$ cat src/rtl/skill_pkg.sv
// rtl/skill_pkg.sv - shared types, constants and helpers for the skill scheduler
// Purpose : per-skill FSM state encoding, skill indices, default timings,
//           and the thermometer encoder used for the LED point bar.
// Ports   : none (package).
package skill_pkg;

   typedef enum logic [1:0] {
      IDLE     = 2'd0,
      ACTIVE   = 2'd1,
      COOLDOWN = 2'd2
   } skill_state_e;

   localparam int NUM_SKILLS = 3;
   localparam int SK_BULLET  = 0;
   localparam int SK_FAST    = 1;
   localparam int SK_X       = 2;

   localparam int DEF_MAX_POINTS = 3;
   localparam int DEF_DUR_0      = 40;
   localparam int DEF_DUR_1      = 60;
   localparam int DEF_DUR_2      = 40;
   localparam int DEF_COOL       = 20;

   // MSB-first thermometer; the bar only has three LEDs, so 3+ points
   // light all of them.
   function automatic logic [2:0] therm(input logic [2:0] n);
      logic [2:0] bar;
      case (n)
         3'd0:    bar = 3'b000;
         3'd1:    bar = 3'b100;
         3'd2:    bar = 3'b110;
         default: bar = 3'b111;
      endcase
      return bar;
   endfunction

endpackage

$ cat src/rtl/skill_timer.sv
// rtl/skill_timer.sv - per-skill FSM with duration and optional cooldown counter
// Purpose : IDLE -> ACTIVE -> (COOLDOWN) -> IDLE for one skill. Everything
//           freezes while enable is low. Cooldown exists only when
//           SKILL_COOLDOWN_EN is defined.
// Ports   : clk, rst      - game tick, synchronous active-high reset
//           enable        - play stage; low freezes state and counter
//           grant         - arbiter grant for this skill (only acted on in IDLE)
//           duration      - active ticks for this skill (>= 1)
//           cool          - cooldown ticks (>= 1), SKILL_COOLDOWN_EN builds only
//           idle, active  - registered state flags
module skill_timer
   import skill_pkg::*;
#(
   parameter int DUR_W = 8
) (
   input  logic             clk,
   input  logic             rst,
   input  logic             enable,
   input  logic             grant,
   input  logic [DUR_W-1:0] duration,
`ifdef SKILL_COOLDOWN_EN
   input  logic [DUR_W-1:0] cool,
`endif
   output logic             idle,
   output logic             active
);

   skill_state_e     state_q;
   logic [DUR_W-1:0] cnt_q;
   logic             idle_q;
   logic             active_q;

   // The counter holds "ticks remaining minus one", so a load of N-1
   // yields exactly N cycles in the state.
   always_ff @(posedge clk) begin
      if (rst) begin
         state_q  <= IDLE;
         cnt_q    <= '0;
         idle_q   <= 1'b1;
         active_q <= 1'b0;
      end else if (enable) begin
         case (state_q)
            IDLE: begin
               if (grant) begin
                  state_q  <= ACTIVE;
                  cnt_q    <= duration - DUR_W'(1);
                  idle_q   <= 1'b0;
                  active_q <= 1'b1;
               end
            end
            ACTIVE: begin
               if (cnt_q == '0) begin
                  active_q <= 1'b0;
`ifdef SKILL_COOLDOWN_EN
                  state_q  <= COOLDOWN;
                  cnt_q    <= cool - DUR_W'(1);
`else
                  state_q  <= IDLE;
                  idle_q   <= 1'b1;
`endif
               end else begin
                  cnt_q <= cnt_q - DUR_W'(1);
               end
            end
            COOLDOWN: begin
               if (cnt_q == '0) begin
                  state_q <= IDLE;
                  idle_q  <= 1'b1;
               end else begin
                  cnt_q <= cnt_q - DUR_W'(1);
               end
            end
            default: begin
               state_q  <= IDLE;
               cnt_q    <= '0;
               idle_q   <= 1'b1;
               active_q <= 1'b0;
            end
         endcase
      end
   end

   assign idle   = idle_q;
   assign active = active_q;

endmodule

$ cat src/rtl/skill_scheduler.sv
// rtl/skill_scheduler.sv - skill request arbiter, point pool and skill timers
// Purpose : grants at most one skill per tick (priority 2 > 1 > 0) against a
//           shared point pool, runs one skill_timer per skill and drives the
//           LED point bar. Optional cooldown: define SKILL_COOLDOWN_EN.
// Ports   : clk, rst      - game tick, synchronous active-high reset
//           enable        - play stage; low ignores requests and freezes timers
//           req[2:0]      - one-cycle skill requests
//           refill        - restore pool to MAX_POINTS (wins over everything)
//           point_add     - +1 point, saturating
//           skill_start   - registered one-cycle grant pulse per skill
//           skill_active  - skill in effect
//           skill_point   - current pool
//           point_bar     - MSB-first thermometer of skill_point
//           denied        - request seen with enable high but nothing granted
module skill_scheduler
   import skill_pkg::*;
#(
   parameter int MAX_POINTS = DEF_MAX_POINTS,
   parameter int DUR_W      = 8,
   parameter int DUR_0      = DEF_DUR_0,
   parameter int DUR_1      = DEF_DUR_1,
   parameter int DUR_2      = DEF_DUR_2,
   parameter int COOL       = DEF_COOL
) (
   input  logic       clk,
   input  logic       rst,
   input  logic       enable,
   input  logic [2:0] req,
   input  logic       refill,
   input  logic       point_add,
   output logic [2:0] skill_start,
   output logic [2:0] skill_active,
   output logic [2:0] skill_point,
   output logic [2:0] point_bar,
   output logic       denied
);

   localparam logic [2:0] MAX_PT = 3'(MAX_POINTS);
   localparam logic [DUR_W-1:0] DURS [NUM_SKILLS] =
      '{DUR_W'(DUR_0), DUR_W'(DUR_1), DUR_W'(DUR_2)};

   logic [2:0] idle_w;
   logic [2:0] active_w;
   logic [2:0] eligible;
   logic [2:0] grant_d;
   logic       denied_d;
   logic [2:0] pool_d;

   logic [2:0] pool_q;
   logic [2:0] bar_q;
   logic [2:0] start_q;
   logic       denied_q;

   always_comb begin
      eligible = req & idle_w & {3{enable && (pool_q != 3'd0)}};

      grant_d = 3'b000;
      if (eligible[SK_X])           grant_d[SK_X]      = 1'b1;
      else if (eligible[SK_FAST])   grant_d[SK_FAST]   = 1'b1;
      else if (eligible[SK_BULLET]) grant_d[SK_BULLET] = 1'b1;

      denied_d = enable && (req != 3'b000) && (grant_d == 3'b000);

      // A grant and a point_add on the same edge cancel out.
      pool_d = pool_q;
      if (refill) begin
         pool_d = MAX_PT;
      end else if ((grant_d != 3'b000) && point_add) begin
         pool_d = pool_q;
      end else if (point_add) begin
         if (pool_q < MAX_PT) pool_d = pool_q + 3'd1;
      end else if (grant_d != 3'b000) begin
         pool_d = pool_q - 3'd1;
      end
   end

   always_ff @(posedge clk) begin
      if (rst) begin
         pool_q   <= MAX_PT;
         bar_q    <= therm(MAX_PT);
         start_q  <= 3'b000;
         denied_q <= 1'b0;
      end else begin
         pool_q   <= pool_d;
         bar_q    <= therm(pool_d);
         start_q  <= grant_d;
         denied_q <= denied_d;
      end
   end

   for (genvar i = 0; i < NUM_SKILLS; i++) begin : g_timer
      skill_timer #(
         .DUR_W(DUR_W)
      ) u_timer (
         .clk      (clk),
         .rst      (rst),
         .enable   (enable),
         .grant    (grant_d[i]),
         .duration (DURS[i]),
`ifdef SKILL_COOLDOWN_EN
         .cool     (DUR_W'(COOL)),
`endif
         .idle     (idle_w[i]),
         .active   (active_w[i])
      );
   end

   assign skill_start  = start_q;
   assign skill_active = active_w;
   assign skill_point  = pool_q;
   assign point_bar    = bar_q;
   assign denied       = denied_q;

endmodule

$ cat config.mk
export PLATFORM = sky130hd
export DESIGN_NAME = skill_scheduler
export DESIGN_NICKNAME = d
export VERILOG_FILES = /design/src/rtl/skill_pkg.sv /design/src/rtl/skill_timer.sv /design/src/rtl/skill_scheduler.sv
export SDC_FILE = /design/constraint.sdc
export NUM_CORES = 1
export LEC_CHECK = 0
export BUFFER_PORTS_ARGS = -buffer_cell sky130_fd_sc_hd__buf_2
export CORE_UTILIZATION = 53
export CTS_CLUSTER_DIAMETER = 50
export DETAILED_ROUTE_END_ITERATION = 12
export PLACE_DENSITY_LB_ADDON = 0.3
export RECOVER_POWER = 50
export SYNTH_ARGS = -nofsm -noshare
export SYNTH_HDL_FRONTEND = slang
export SYNTH_SLANG_ARGS = --single-unit
$ cat constraint.sdc
create_clock -name clk -period 1.9 [get_ports clk]
set_input_delay 0 -clock clk [delete_from_list [all_inputs] [get_ports clk]]
set_output_delay 0 -clock clk [all_outputs]
set_load 0.05 [all_outputs]
## Word level (Yosys, flattened, before mapping)

Index checks and enable logic that the tools add are counted.

- Bits of input ports: 8
- Bits in registers: 46
- Logic and storage cells: 121
- Output and inout port bits: 13

- Bitwise gates (word level): 5
- Reductions and logical operators: 27
- Equality and inequality tests: 20
- Magnitude comparators: 1
- Add/sub/neg operators: 5
- Mux-type cells: 47

Operator list:

| operator | number |
|---|---|
| two-way mux 8 bit | 6 |
| one-hot mux 8 bit (2 select lines) | 3 |
| zero test 8 bit | 3 |
| subtractor 8 x 1 -> 8 bit, second input constant | 3 |
| != test 2 x 1 -> 1 bit, second input constant | 9 |
| AND reduction 3 bit | 6 |
| two-way mux 1 bit | 16 |
| two-way mux 3 bit | 5 |
| two-way mux 2 bit | 7 |
| one-hot mux 2 bit (2 select lines) | 3 |
| AND reduction 4 bit | 3 |
| one-hot mux 1 bit (3 select lines) | 3 |
| one-hot mux 3 bit (3 select lines) | 1 |
| nonzero test 3 bit | 3 |
| AND 3 bit | 2 |
| equality test 2 x 1 -> 1 bit, second input constant | 3 |
| equality test 2 bit, second input constant | 3 |
| zero test 2 bit | 3 |
| zero test 3 bit | 2 |
| != test 2 bit, second input constant | 3 |
| one-hot mux 1 bit (2 select lines) | 3 |
| OR reduction 2 bit | 3 |
| logical AND 1 bit | 4 |
| adder 3 x 1 -> 3 bit, second input constant | 1 |
| other kinds (5) | 7 |

## Depth between registers and ports, before layout

Gate-level depths: netlist of the first run.

- Depth after elaboration: 13
- Depth in mapped cells: 7
- Depth with buffers taken out: 6

## Cells and area by module

A second synthesis of the first run with hierarchy kept.

- Cells, all modules: 323
- Area, all modules: 2728.9 um2

By module, submodules not included:

| module | cells an instance | sequential area each (um2) | instances | area an instance (um2) |
|---|---|---|---|---|
| skill_timer at g_timer[0].u_timer | 88 | 200.2 | 1 | 763.2 |
| skill_timer at g_timer[1].u_timer | 88 | 200.2 | 1 | 735.7 |
| skill_timer at g_timer[2].u_timer | 88 | 200.2 | 1 | 716.9 |
| skill_scheduler | 59 | 200.2 | 1 | 513.0 |

## Worst setup path before layout of the first run

Ideal clock, no wire load.

- Path type: register to register
- Start: register pool_q[0], in the netlist skill_point[0]
- End: register bar_q[0], in the netlist point_bar[0]
- Data required time: 1.821 ns
- Setup time: 0.079 ns
- Stages on the path, launching flop included: 7
- Buffers on the path: 0
- Data arrival time: 2.144 ns
- Period minus slack after synthesis: 2.223 ns
- Slack: -0.323 ns
- Cells stage by stage: dfxtp_1 inv_1 ha_1 nor2b_1 nor3_1 mux2_2 o211ai_1

- Word-level cells in the longest chain between the ends: 13
- Elaborated cells between the ends (all ways): 22
- Those cells by class: add/sub: 2; order compare: 1; eq/ne: 2; mux: 11; bitwise: 1; reduce/logical: 5

Ends and longest elaborated chain:

| what | line | source |
|---|---|---|
| start: declaration | skill_scheduler.sv:49 | `logic [2:0] pool_q;` |
| start signal: assignment | skill_scheduler.sv:84 | `pool_q <= pool_d;` |
| nonzero test 3 bit | skill_scheduler.sv:55 | `eligible = req & idle_w & {3{enable && (pool_q != 3'd0)}};` |
| logical AND 1 bit | skill_scheduler.sv:55 |  |
| AND 3 bit | skill_scheduler.sv:55 |  |
| two-way mux 1 bit | skill_scheduler.sv:60 | `else if (eligible[SK_BULLET]) grant_d[SK_BULLET] = 1'b1;` |
| two-way mux 1 bit | skill_scheduler.sv:59 | `else if (eligible[SK_FAST]) grant_d[SK_FAST] = 1'b1;` |
| two-way mux 2 bit | skill_scheduler.sv:58 | `if (eligible[SK_X]) grant_d[SK_X] = 1'b1;` |
| nonzero test 3 bit | skill_scheduler.sv:68, skill_scheduler.sv:72 |  |
| two-way mux 3 bit | skill_scheduler.sv:72 | `end else if (grant_d != 3'b000) begin` |
| two-way mux 3 bit | skill_scheduler.sv:70 | `end else if (point_add) begin` |
| two-way mux 3 bit * | skill_scheduler.sv:68 | `end else if ((grant_d != 3'b000) && point_add) begin` |
| two-way mux 3 bit * | skill_scheduler.sv:66 | `if (refill) begin` |
| equality test 3 x 2 -> 1 bit, or another cell as far along | skill_pkg.sv:28 | `case (n)` |
| one-hot mux 3 bit (3 select lines) * | skill_pkg.sv:28 |  |
| end signal: assignment | skill_scheduler.sv:80 | `bar_q <= therm(MAX_PT);` |
| end signal: assignment | skill_scheduler.sv:85 | `bar_q <= therm(pool_d);` |
| end: declaration | skill_scheduler.sv:50 | `logic [2:0] bar_q;` |

Mark *: on every way between the ends. The rest lies on a longest branch, timed or not.
A chain may end at the register's enable or synchronous reset.

## Worst setup path after layout of the first run

- Start: register g_timer[0].u_timer.cnt_q[4]
- End: register g_timer[0].u_timer.cnt_q[2]

- Word-level cells in the longest chain between the ends: 3

Ends and longest elaborated chain:

| what | line | source |
|---|---|---|
| start: declaration | skill_timer.sv:29 | `logic [DUR_W-1:0] cnt_q;` |
| start signal: assignment | skill_timer.sv:46 | `cnt_q <= duration - DUR_W'(1);` |
| start signal: assignment | skill_timer.sv:62 | `cnt_q <= cnt_q - DUR_W'(1);` |
| start signal: assignment | skill_timer.sv:70 | `cnt_q <= cnt_q - DUR_W'(1);` |
| zero test 8 bit | skill_timer.sv:52, skill_timer.sv:66 |  |
| != test 2 bit (no source line) | n/a |  |
| AND reduction 3 bit (no source line) | n/a |  |

No other way between the ends.

==> impl_metrics.toml, run 1 <==
[status]
status = "complete, no violations"

[worst_setup_path]
arrival_ns = 2.01
worstPathCellList = "or4_1, o21ai_4, nor4_1, o31a_1"
critPathLaunchType = "flop"
r2r_setup_slack_ns = 0.08
worst_path_dominant_cell_family = "simple AND/OR/NAND/NOR gates"
r2r_cells = 4
worst-setup-path-type = "flop to flop"
timing.rr.end = "g_timer[0].u_timer.cnt_q[2]$_SDFFE_PP0P_"
slowest_delay_ns = 0.68
end_kind = "flop"
reg2reg_from = "g_timer[0].u_timer.cnt_q[4]$_SDFFE_PP0P_"
path_max_fanout = 10
path_buf_inv = 0
cp_slowest_cell = "or4_1"
cp_data_required_time_ns = 2.09

[logic_synthesis]
yosys_warnings = 0
synth_flop_cell = "dfxtp_1"
synthesis.area_mm2 = 0.00216
yosys_register_bits = 40
syn_nets = 258
synth_seq_area_share_pct = 37.1
async_reset_ff_share_pct = 0
syn_avg_cell_area_um2 = 8.95
synth_edf_count = 0
synth_cells = 241
synth_cell_types = 65

[min_path]
hp-class = "primary input to flop"
holdPathEnd = "skill_start[1]$_SDFF_PP0_"
hold_start = "req[1]"
hold-path-cell-count = 3

[final_layout]
stdcell_area_mm2 = 0.00247
finalNetCount = 286
n_antenna_cell = 0
drive_gt1_share_pct = 16.7
final_cells = 318
areaGrowthSynthToFinish_pct = 14.4
nFillCells = 336
final_util_pct = 65.5

[cts]
root_buffer = "clkbuf_8"
cts_buffers = 5
clkTransAtPathRegs_ns = 0.08
cts_tree = "done"
htree_levels = 2
cts_setup_buffers = 0
clock_latency_ns = 0.30
numClockSinks = 40
clock_path_buffers = 2

[timing]
tightest_slew_ns = 0.612
timing.hold.ws_ns = 0.0383
slew_viol_final = 0
fin_ws_ns = 0.0815
relSlewSlack_pct = 59.4
setup_viol = 0
fin_crit_ns = 1.82
timing.fmax_ghz = 0.550
finClkSkew_ns = 0.00663
min_period_over_period_pct = 95.7
hold_viol = 0

[power_and_ir_drop]
p_leak_nw = 0.936
p_per_area_mw_per_mm2 = 805
ir_drop_v = 0.000526

[global_routing]
grt_pass1_vias = 1704
grt_max_degree = 28
grt_overflow = 0
grt_pass1_wl_mm = 7.63
antenna_found_initial = 0
grt_util_all_layers_pct = 22.8

[floorplan]
rows = 22
chipWidth_um = 65.8
io_pins = 21
initial_utilization_pct = 57.2
dieArea_mm2 = 0.00433
coreArea_mm2 = 0.00377
die_height_um = 65.8

[flow_run]
cap_viol_max_count = 0

[routing]
drcViolationCount = 0
viasPerCell = 5.98
drt_first_iter_violations = 110
ant_nets = 0
vias = 1903
drt-total-wl_mm = 4.56
drt-pass1-iter-count = 4
wire_per_inst_um = 14.3

[place]
pre_cts_ws_ns = 0.0691
placed_cell_area_mm2 = 0.00236
place_hpwl_mm = 3.20
place.gp.congestion = 0.852
port_buffers = 20
place_inst = 309
## final cells by class
type	count	area (um^2)	area share (%)
multi-input cells	168	1250	50.6
flip-flops and latches	40	806	32.6
repair buffers	36	195	7.91
clock buffers	8	90.1	3.65
inverters	18	67.6	2.74
well taps	48	60.1	2.43
## worst max path at each step
stage / slack (ns) / cells after the start / endpoint / from
finish: 0.08 / 4 / g_timer[0].u_timer.cnt_q[2]$_SDFFE_PP0P_ / g_timer[0].u_timer.cnt_q[4]$_SDFFE_PP0P_
global route: -0.004 / 6 / g_timer[2].u_timer.cnt_q[1]$_SDFFE_PP0P_ / skill_point[0]$_SDFF_PP1_
CTS: 0.06 / 6 / g_timer[2].u_timer.cnt_q[1]$_SDFFE_PP0P_ / skill_point[0]$_SDFF_PP1_
detailed placement: 0.07 / 6 / g_timer[2].u_timer.cnt_q[1]$_SDFFE_PP0P_ / skill_point[0]$_SDFF_PP1_
global placement: 0.11 / 6 / g_timer[1].u_timer.cnt_q[3]$_SDFFE_PP0P_ / g_timer[1].u_timer.cnt_q[0]$_SDFFE_PP0P_
floorplan: 0.02 / 7 / g_timer[2].u_timer.cnt_q[5]$_SDFFE_PP0P_ / skill_point[1]$_SDFF_PP1_
## kinds of logic (layout without fill, tap and decap cells)
group | Yosys count | in the layout | synth area share (%)
AND/OR/NAND/NOR | 83 | 83 | 23.7
AO/OA/AOI/OAI | 63 | 63 | 21.5
flip-flops | 40 | 40 | 37.1
buffers and inverters | 33 | 62 | 6.79
adder cells (fa/ha/maj) | 9 | 9 | 5.22
XOR/XNOR | 8 | 8 | 3.25
multiplexers | 5 | 5 | 2.38
## worst register-to-register path, stage by stage (launching register included)
cell and delay, ns:
dfxtp_1 0.35, or4_1 0.68, o21ai_4 0.32, nor4_1 0.08, o31a_1 0.28
## routing by layer
layer  share of wire, %  track usage [%]  vias to the layer above
met2                 46             36.7                       57
met3                5.1             5.69                       11
li1                   -                -                      959
met4                1.7             7.07                        0
met5                  0                0                        -
met1                 47             29.7                      876
## stage by stage
stage               power [mW]  TNS [ns]
detailed placement        1.40         0
CTS                       1.99         0
global route              2.09  -0.00762
floorplan                 1.29         0
global placement          1.39         0
finish                    1.99         0
## timing repair
| action | CTS | global route |
|---|---|---|
| hold buffers | 1 | 0 |
| endpoints found under the setup margin | 0 | 9 |
| endpoints found under the hold margin | 5 | 0 |
| resized for setup | 0 | 6 |
## synthesized netlist by cell type (2+ instances only)
cell type   n  area share, %
a211oi_1    5            1.7
a21oi_1    12            2.8
a221oi_1    2           0.81
and2_1      2           0.58
buf_2       3           0.70
buf_4       3            1.0
clkbuf_1    7            1.2
dfxtp_1    40             37
ha_1        9            5.2
inv_1      17            3.0
mux2i_1     4            1.9
nand2_1    10            1.7
nand2b_1    2           0.58
nand3_1     5            1.2
nand3b_1    4            1.4
nand4_1     3           0.87
nor2_1     10            1.7
nor3_1     15            3.5
nor4_1      5            1.5
nor4_2      2            1.2
nor4b_1     2           0.81
o2111ai_1   5            2.0
o211ai_1    4            1.4
o21a_1      2           0.70
o21ai_0     8            1.9
o311a_1     2           0.93
o31a_1      2           0.81
o31ai_1     3            1.0
o41ai_1     2           0.81
or3_1       7            2.0
or3b_2      2           0.81
or4_1       2           0.70
or4b_1      2           0.93
xnor2_1     3            1.2
xor2_1      5            2.0
## report_power, final
group,internal (mW),switching [mW]
Combinational,0.185,0.271
Clock,0.296,0.293
Sequential,0.889,0.0527
## cell usage in the layout, fill, tap and decap left out, drive strengths merged, types with 3 or more instances in the layout
master | netlist | final
dfxtp | 40 | 40
clkbuf | 7 | 25
inv | 18 | 18
buf | 8 | 18
nor3 | 16 | 16
a21oi | 12 | 12
nor2 | 11 | 11
nand2 | 10 | 10
ha | 9 | 9
o21ai | 9 | 9
or3 | 7 | 7
nor4 | 7 | 7
nand3 | 5 | 5
a211oi | 5 | 5
o2111ai | 5 | 5
xor2 | 5 | 5
nand3b | 4 | 4
mux2i | 4 | 4
o211ai | 4 | 4
or4 | 4 | 4
nand4 | 3 | 3
o31ai | 3 | 3
xnor2 | 3 | 3
nor4b | 3 | 3
## registers in the layout, summed over array words and instances (netlist names)
| register | cells |
|---|---|
| g_timer.u_timer.cnt_q | 24 |
| denied | 1 |
| point_bar | 3 |
| g_timer.u_timer.idle | 3 |
| g_timer.u_timer.active | 1 |
| g_timer.u_timer.state_q | 2 |
| skill_point | 3 |
| skill_start | 3 |
(Power assumes the default switching activity.)
==> run 2: changes to the inputs <==
BUFFER_PORTS_ARGS = unset   (was -buffer_cell sky130_fd_sc_hd__buf_2)
CORE_UTILIZATION = 30   (was 53)
DONT_BUFFER_PORTS = 1   (was unset)
SYNTH_HIERARCHICAL = 1   (was unset)
==> impl_metrics.toml, run 2 <==
[timing]
setup_tns_ns = -0.00111
finClkSkew_ns = 0.0112
fin_ws_ns = -0.000910
fin_crit_ns = 1.90
timing.hold.ws_ns = -0.000148
timing.fmax_ghz = 0.526
hold_viol = 1
slew_viol_final = 0
relSlewSlack_pct = 51.4
grt_setup_unrepaired = "true"
min_period_over_period_pct = 100
setup_viol = 2
tightest_slew_ns = 0.729

[logic_synthesis]
synth_edf_count = 0
async_reset_ff_share_pct = 0
synth_commonest_cells = "dfxtp_1, nand2_1, nor2_1"
synth_cells = 323
synth_top_area_share_pct = 29.3
synth_largest_area_cell = "dfxtp_1"
synth.most_common_cell = "dfxtp_1"
synth.area.top_cells = "dfxtp_1, mux2i_1, nand2_1, a21oi_1, nor2_1"
yosys_warnings = 6
synth_cell_types = 74
yosys_register_bits = 40
syn_avg_cell_area_um2 = 8.45
synth_flop_cell = "dfxtp_1"
synthesis.area_mm2 = 0.00273
synth_seq_area_share_pct = 29.3

[cts]
clock_path_buffers = 2
cts_tree = "done"
numClockSinks = 40
clkTransAtPathRegs_ns = 0.09
root_buffer = "clkbuf_8"
cts_buffers = 5
clock_latency_ns = 0.30
htree_levels = 2

[status]
status = "complete, but fails checks"
violations = "hold timing, setup timing"

[final_layout]
largest_reg_flops = 24
final_util_pct = 42.8
n_antenna_cell = 0
areaGrowthSynthToFinish_pct = 37.4
layout_commonest_cell = "conb_1"
nFillCells = 878
regMostFlops = "g_timer.u_timer/cnt_q"
finalNetCount = 453
layout_common_cells = "conb_1, dfxtp_1, nand2_1"
drive_gt1_share_pct = 20.0

[global_routing]
grt_overflow = 0
grt_util_all_layers_pct = 14.3
grt_max_degree = 36
grt_pass1_vias = 2455
grt_pass1_wl_mm = 11.3
antenna_found_initial = 0

[worst_setup_path]
worst_path_dominant_cell_family = "simple AND/OR/NAND/NOR gates"
critPathLaunchType = "flop"
end_kind = "flop"
cp_slowest_cell = "dfxtp_4"
crit_top_cell = "nand2b_4"
worstPathCellList = "inv_4, ha_4, nor2b_4, nand2b_4, nand2b_4, nor2_2, o21ai_2, a31oi_4, buf_4, nand2_1, a21oi_1"
cp_data_required_time_ns = 2.13
worst-setup-path-type = "flop to flop"
path_max_fanout = 6
path_buf_inv = 2
arrival_ns = 2.13
slowest_delay_ns = 0.37

[floorplan]
dieArea_mm2 = 0.00948
io_pins = 21
die_height_um = 97.4
coreArea_mm2 = 0.00876
initial_utilization_pct = 31.1
rows = 34
chipWidth_um = 97.4

[routing]
viasPerCell = 4.92
routed.top_layer = "met4"
met2_length_mm = 3.36
ant_nets = 0
drt_first_iter_violations = 100
wire_per_inst_um = 12.8
drt-pass1-iter-count = 4
drt-total-wl_mm = 7.02
met1_length_mm = 3.35
vias = 2694
drcViolationCount = 0
dr_wl_met3_um = 209

[flow_run]
cap_viol_max_count = 0

[place]
place.gp.congestion = 0.829
place_hpwl_mm = 4.75
port_buffers = 0

[power_and_ir_drop]
p_leak_nw = 1.43
ir_drop_v = 0.000301
p_per_area_mw_per_mm2 = 559

[min_path]
hp-class = "primary input to flop"
[run 2: cell types whose count changed after synthesis, moves of 6 or more]
cell,change
nor3_1,-8
a21oi_1,+6
mux2i_1,+9
nand2b_1,+6
o21ai_0,+6
nor2_1,+14
clkbuf_1,-6
nand2_1,+17
a31oi_1,+8
o21ai_1,+6
[run 2: worst register-to-register path: cells and delay by family, from the launching register on]
kind	cells	cell delay, ns
AO/OA/AOI/OAI	3	0.47
AND/OR/NAND/NOR	5	0.64
adder cells (fa/ha/maj)	1	0.15
flip-flops	1	0.37
buffers and inverters	2	0.21
[run 2: metrics by stage]
stage,power [mW],worst slack (ns),instance area (um^2),cells,hold WS (ns)
finish,2.10,-0.000910,3750,548,-0.000148
global placement,1.30,-0.0261,3320,515,0.0685
global route,2.20,-0.0653,3750,548,0.00815
floorplan,1.24,-0.127,3120,399,0.0694
detailed placement,1.30,-0.0341,3320,515,0.0720
CTS,2.07,-0.0244,3610,540,-0.255
[run 2: path summary, 6_finish.rpt]
path                                                                from                                       end  slack [ns]  cells after the start
worst min-delay path                                              req[2]                         denied$_SDFF_PP0_     -0.0001                      2
worst max-delay path                           skill_point[0]$_SDFF_PP1_  g_timer[1].u_timer/cnt_q[0]$_SDFFE_PP0P_     -0.0009                     11
worst min register to register  g_timer[1].u_timer/cnt_q[7]$_SDFFE_PP0P_  g_timer[1].u_timer/cnt_q[7]$_SDFFE_PP0P_        0.49                      2
worst max register to register                 skill_point[0]$_SDFF_PP1_  g_timer[1].u_timer/cnt_q[0]$_SDFFE_PP0P_     -0.0009                     11
[run 2: cells by family after synthesis]
| kind of cell | Yosys count | share of synthesized area, % |
|---|---|---|
| compound gates | 101 | 27.9 |
| xor+xnor | 6 | 1.93 |
| fa+ha+maj | 6 | 2.75 |
| buf+inv | 26 | 4.26 |
| flops | 40 | 29.3 |
| mux | 13 | 4.77 |
| other cells | 2 | 0.275 |
| simple gates | 129 | 28.8 |
[run 2: power breakdown]
group | switching (mW) | internal (mW) | leakage, nW
Combinational | 0.248 | 0.187 | 1.05
Clock | 0.338 | 0.396 | 0.0583
Sequential | 0.0581 | 0.870 | 0.327
[run 2: metal layers]
metal  global-route usage [%]  vias to the layer above
met5                        0                        -
met4                     5.09                        0
met3                     3.17                       10
met2                     24.0                       37
met1                     17.8                     1258
li1                         -                     1389
[run 2: what timing repair did]
action | CTS | global route
pin swaps | 6 | 5
setup endpoints to repair | 5 | 26
endpoints found under the hold margin | 39 | 25
resized for setup | 3 | 15
buffers inserted | 4 | 4
hold buffers | 13 | 4
[run 2: cell type report]
| cell class | instances | area, um^2 | area share (%) |
|---|---|---|---|
| clock buffer | 5 | 68.8 | 1.84 |
| timing repair buffer | 42 | 374 | 9.98 |
| clock inverter | 3 | 47.5 | 1.27 |
| inverter | 17 | 68.8 | 1.84 |
| tap | 108 | 135 | 3.60 |
| sequential | 40 | 817 | 21.8 |
| multi-input combinational | 333 | 2240 | 59.7 |
==> run 3: changes to the inputs <==
CTS_CLUSTER_DIAMETER = 120   (was 50)
clock period = 1.84 ns   (was 1.9 ns; I/O delays follow)
==> impl_metrics.toml, run 3 (same netlist as run 2, synthesis figures left out) <==
[place]
port_buffers = 0
placed_cell_area_mm2 = 0.00343
place_inst = 530
place.gp.congestion = 0.806
place_hpwl_mm = 5.08

[status]
status = "complete, but fails checks"
violations = "hold timing, setup timing"

[power_and_ir_drop]
p_switching_uw = 658
p_leak_nw = 1.49
pwr-share-comb_pct = 23.9
p_per_area_mw_per_mm2 = 530
clkPwrFrac_pct = 29.0
internal_power_mw = 1.38
seq_power_share_pct = 47.1
ir_drop_v = 0.000274
sw_frac_of_total_pct = 32.2

[global_routing]
grt_util_all_layers_pct = 15.2
grt_pass1_wl_mm = 12.1
grt_max_degree = 36
grt_pass1_vias = 2681
antenna_found_initial = 0
grt_overflow = 0

[timing]
fin_crit_ns = 1.88
slew_viol_final = 0
timing.fmax_ghz = 0.531
grt_setup_unrepaired = "true"
tightest_slew_ns = 0.646
min_period_over_period_pct = 102
relSlewSlack_pct = 56.6
hold_viol = 1
fin_ws_ns = -0.0446
timing.hold.ws_ns = -0.0168
setup_viol = 6
setup_tns_ns = -0.0987
finClkSkew_ns = 0.00780

[worst_setup_path]
worst-setup-path-type = "flop to flop"
r2r_setup_slack_ns = -0.04
reg2reg_from = "skill_point[1]$_SDFF_PP1_"
end_kind = "flop"
arrival_ns = 2.07
cp_data_required_time_ns = 2.03
path_max_fanout = 4
critPathLaunchType = "flop"
crit_start = "skill_point[1]$_SDFF_PP1_"

[final_layout]
layout_commonest_cell = "conb_1"
finalNetCount = 466
layout_common_cells = "conb_1, buf_4, dfxtp_1"
largest_reg_flops = 24
stdcell_area_mm2 = 0.00385
drive_gt1_share_pct = 23.0
regMostFlops = "g_timer.u_timer/cnt_q"
nFillCells = 870
final_util_pct = 43.9
areaGrowthSynthToFinish_pct = 41.1
n_antenna_cell = 0
final_cells = 561

[routing]
drt_first_iter_violations = 116
ant_nets = 0
vias = 2770
drt-pass1-iter-count = 4
dr_wl_met3_um = 321
met2_length_mm = 3.53
viasPerCell = 4.94
drt-total-wl_mm = 7.22
wire_per_inst_um = 12.9
routed.top_layer = "met4"
drcViolationCount = 0
met1_length_mm = 3.28

[cts]
cts_tree = "done"
numClockSinks = 40
clkTransAtPathRegs_ns = 0.09
clock_latency_ns = 0.29
cts_buffers = 5
htree_levels = 2
clock_path_buffers = 2
root_buffer = "clkbuf_8"

[floorplan]
chipWidth_um = 97.4
dieArea_mm2 = 0.00948
coreArea_mm2 = 0.00876
rows = 34
io_pins = 21
initial_utilization_pct = 31.1
die_height_um = 97.4

[min_path]
hp-class = "primary input to flop"
hold_start = "req[0]"

[flow_run]
cap_viol_max_count = 0
-- run 3: cell types whose count changed in the layout (fill, tap and decap cells not counted), moves of 2 or more --
cell	before	now
buf_4	21	35
clkinv_2	0	2
nor2_2	4	2
nor2_4	1	3
o21ai_0	13	11
o21ai_2	2	4
-- run 3: per-layer routing --
metal	vias up	GRT usage, %
met5	-	0
met4	0	4.07
met3	9	3.02
met2	55	27.1
met1	1295	18.4
li1	1411	-
-- run 3: cell type report --
class	count	area (um^2)	area share, %
sequential	40	817	21.2
clock inverter	3	18.8	0.487
inverter	17	68.8	1.79
timing repair buffer	55	482	12.5
clock buffer	5	68.8	1.79
tap	108	135	3.51
multi-input combinational	333	2260	58.7
-- run 3: what timing repair did --
item,4_1_cts,5_1_grt
hold buffers,11,5
hold endpoints to repair,38,27
setup buffers,3,4
pin swaps,7,14
endpoints found under the setup margin,10,30
resized for setup,4,19
-- run 3: path summary, 6_finish.rpt --
| path | to | cells past startpoint |
|---|---|---|
| max | g_timer[0].u_timer/cnt_q[3]$_SDFFE_PP0P_ | 10 |
| min | denied$_SDFF_PP0_ | 2 |
| max reg2reg | g_timer[0].u_timer/cnt_q[3]$_SDFFE_PP0P_ | 10 |
| min reg2reg | g_timer[0].u_timer/cnt_q[6]$_SDFFE_PP0P_ | 2 |
-- run 3: stage by stage --
stage / total power, mW / setup slack [ns]
after floorplan: 1.28 / -0.187
final: 2.04 / -0.0446
after global routing: 2.16 / -0.153
after detailed placement: 1.37 / -0.0671
after global placement: 1.36 / -0.0648
after CTS: 2.00 / -0.0668
-- run 3: power groups by stage --
| stage | Combinational (mW) | Clock (mW) | Sequential [mW] |
|---|---|---|---|
| 3_3_place_gp | 0.387 | 0 | 0.977 |
| 5_1_grt | 0.540 | 0.652 | 0.968 |
| 4_1_cts | 0.425 | 0.614 | 0.959 |
| 2_1_floorplan | 0.294 | 0 | 0.983 |
| 6_report | 0.488 | 0.592 | 0.961 |
| 3_5_place_dp | 0.395 | 0 | 0.979 |
-- run 3: critical path, stage by stage, from the launching register on --
cell and delay, ns:
dfxtp_4 0.37, inv_4 0.04, ha_4 0.15, nor2b_4 0.13, nand2b_4 0.14, nand2b_4 0.16
nor2_4 0.16, o21ai_4 0.11, a31oi_4 0.20, o221ai_2 0.12, a32o_1 0.22
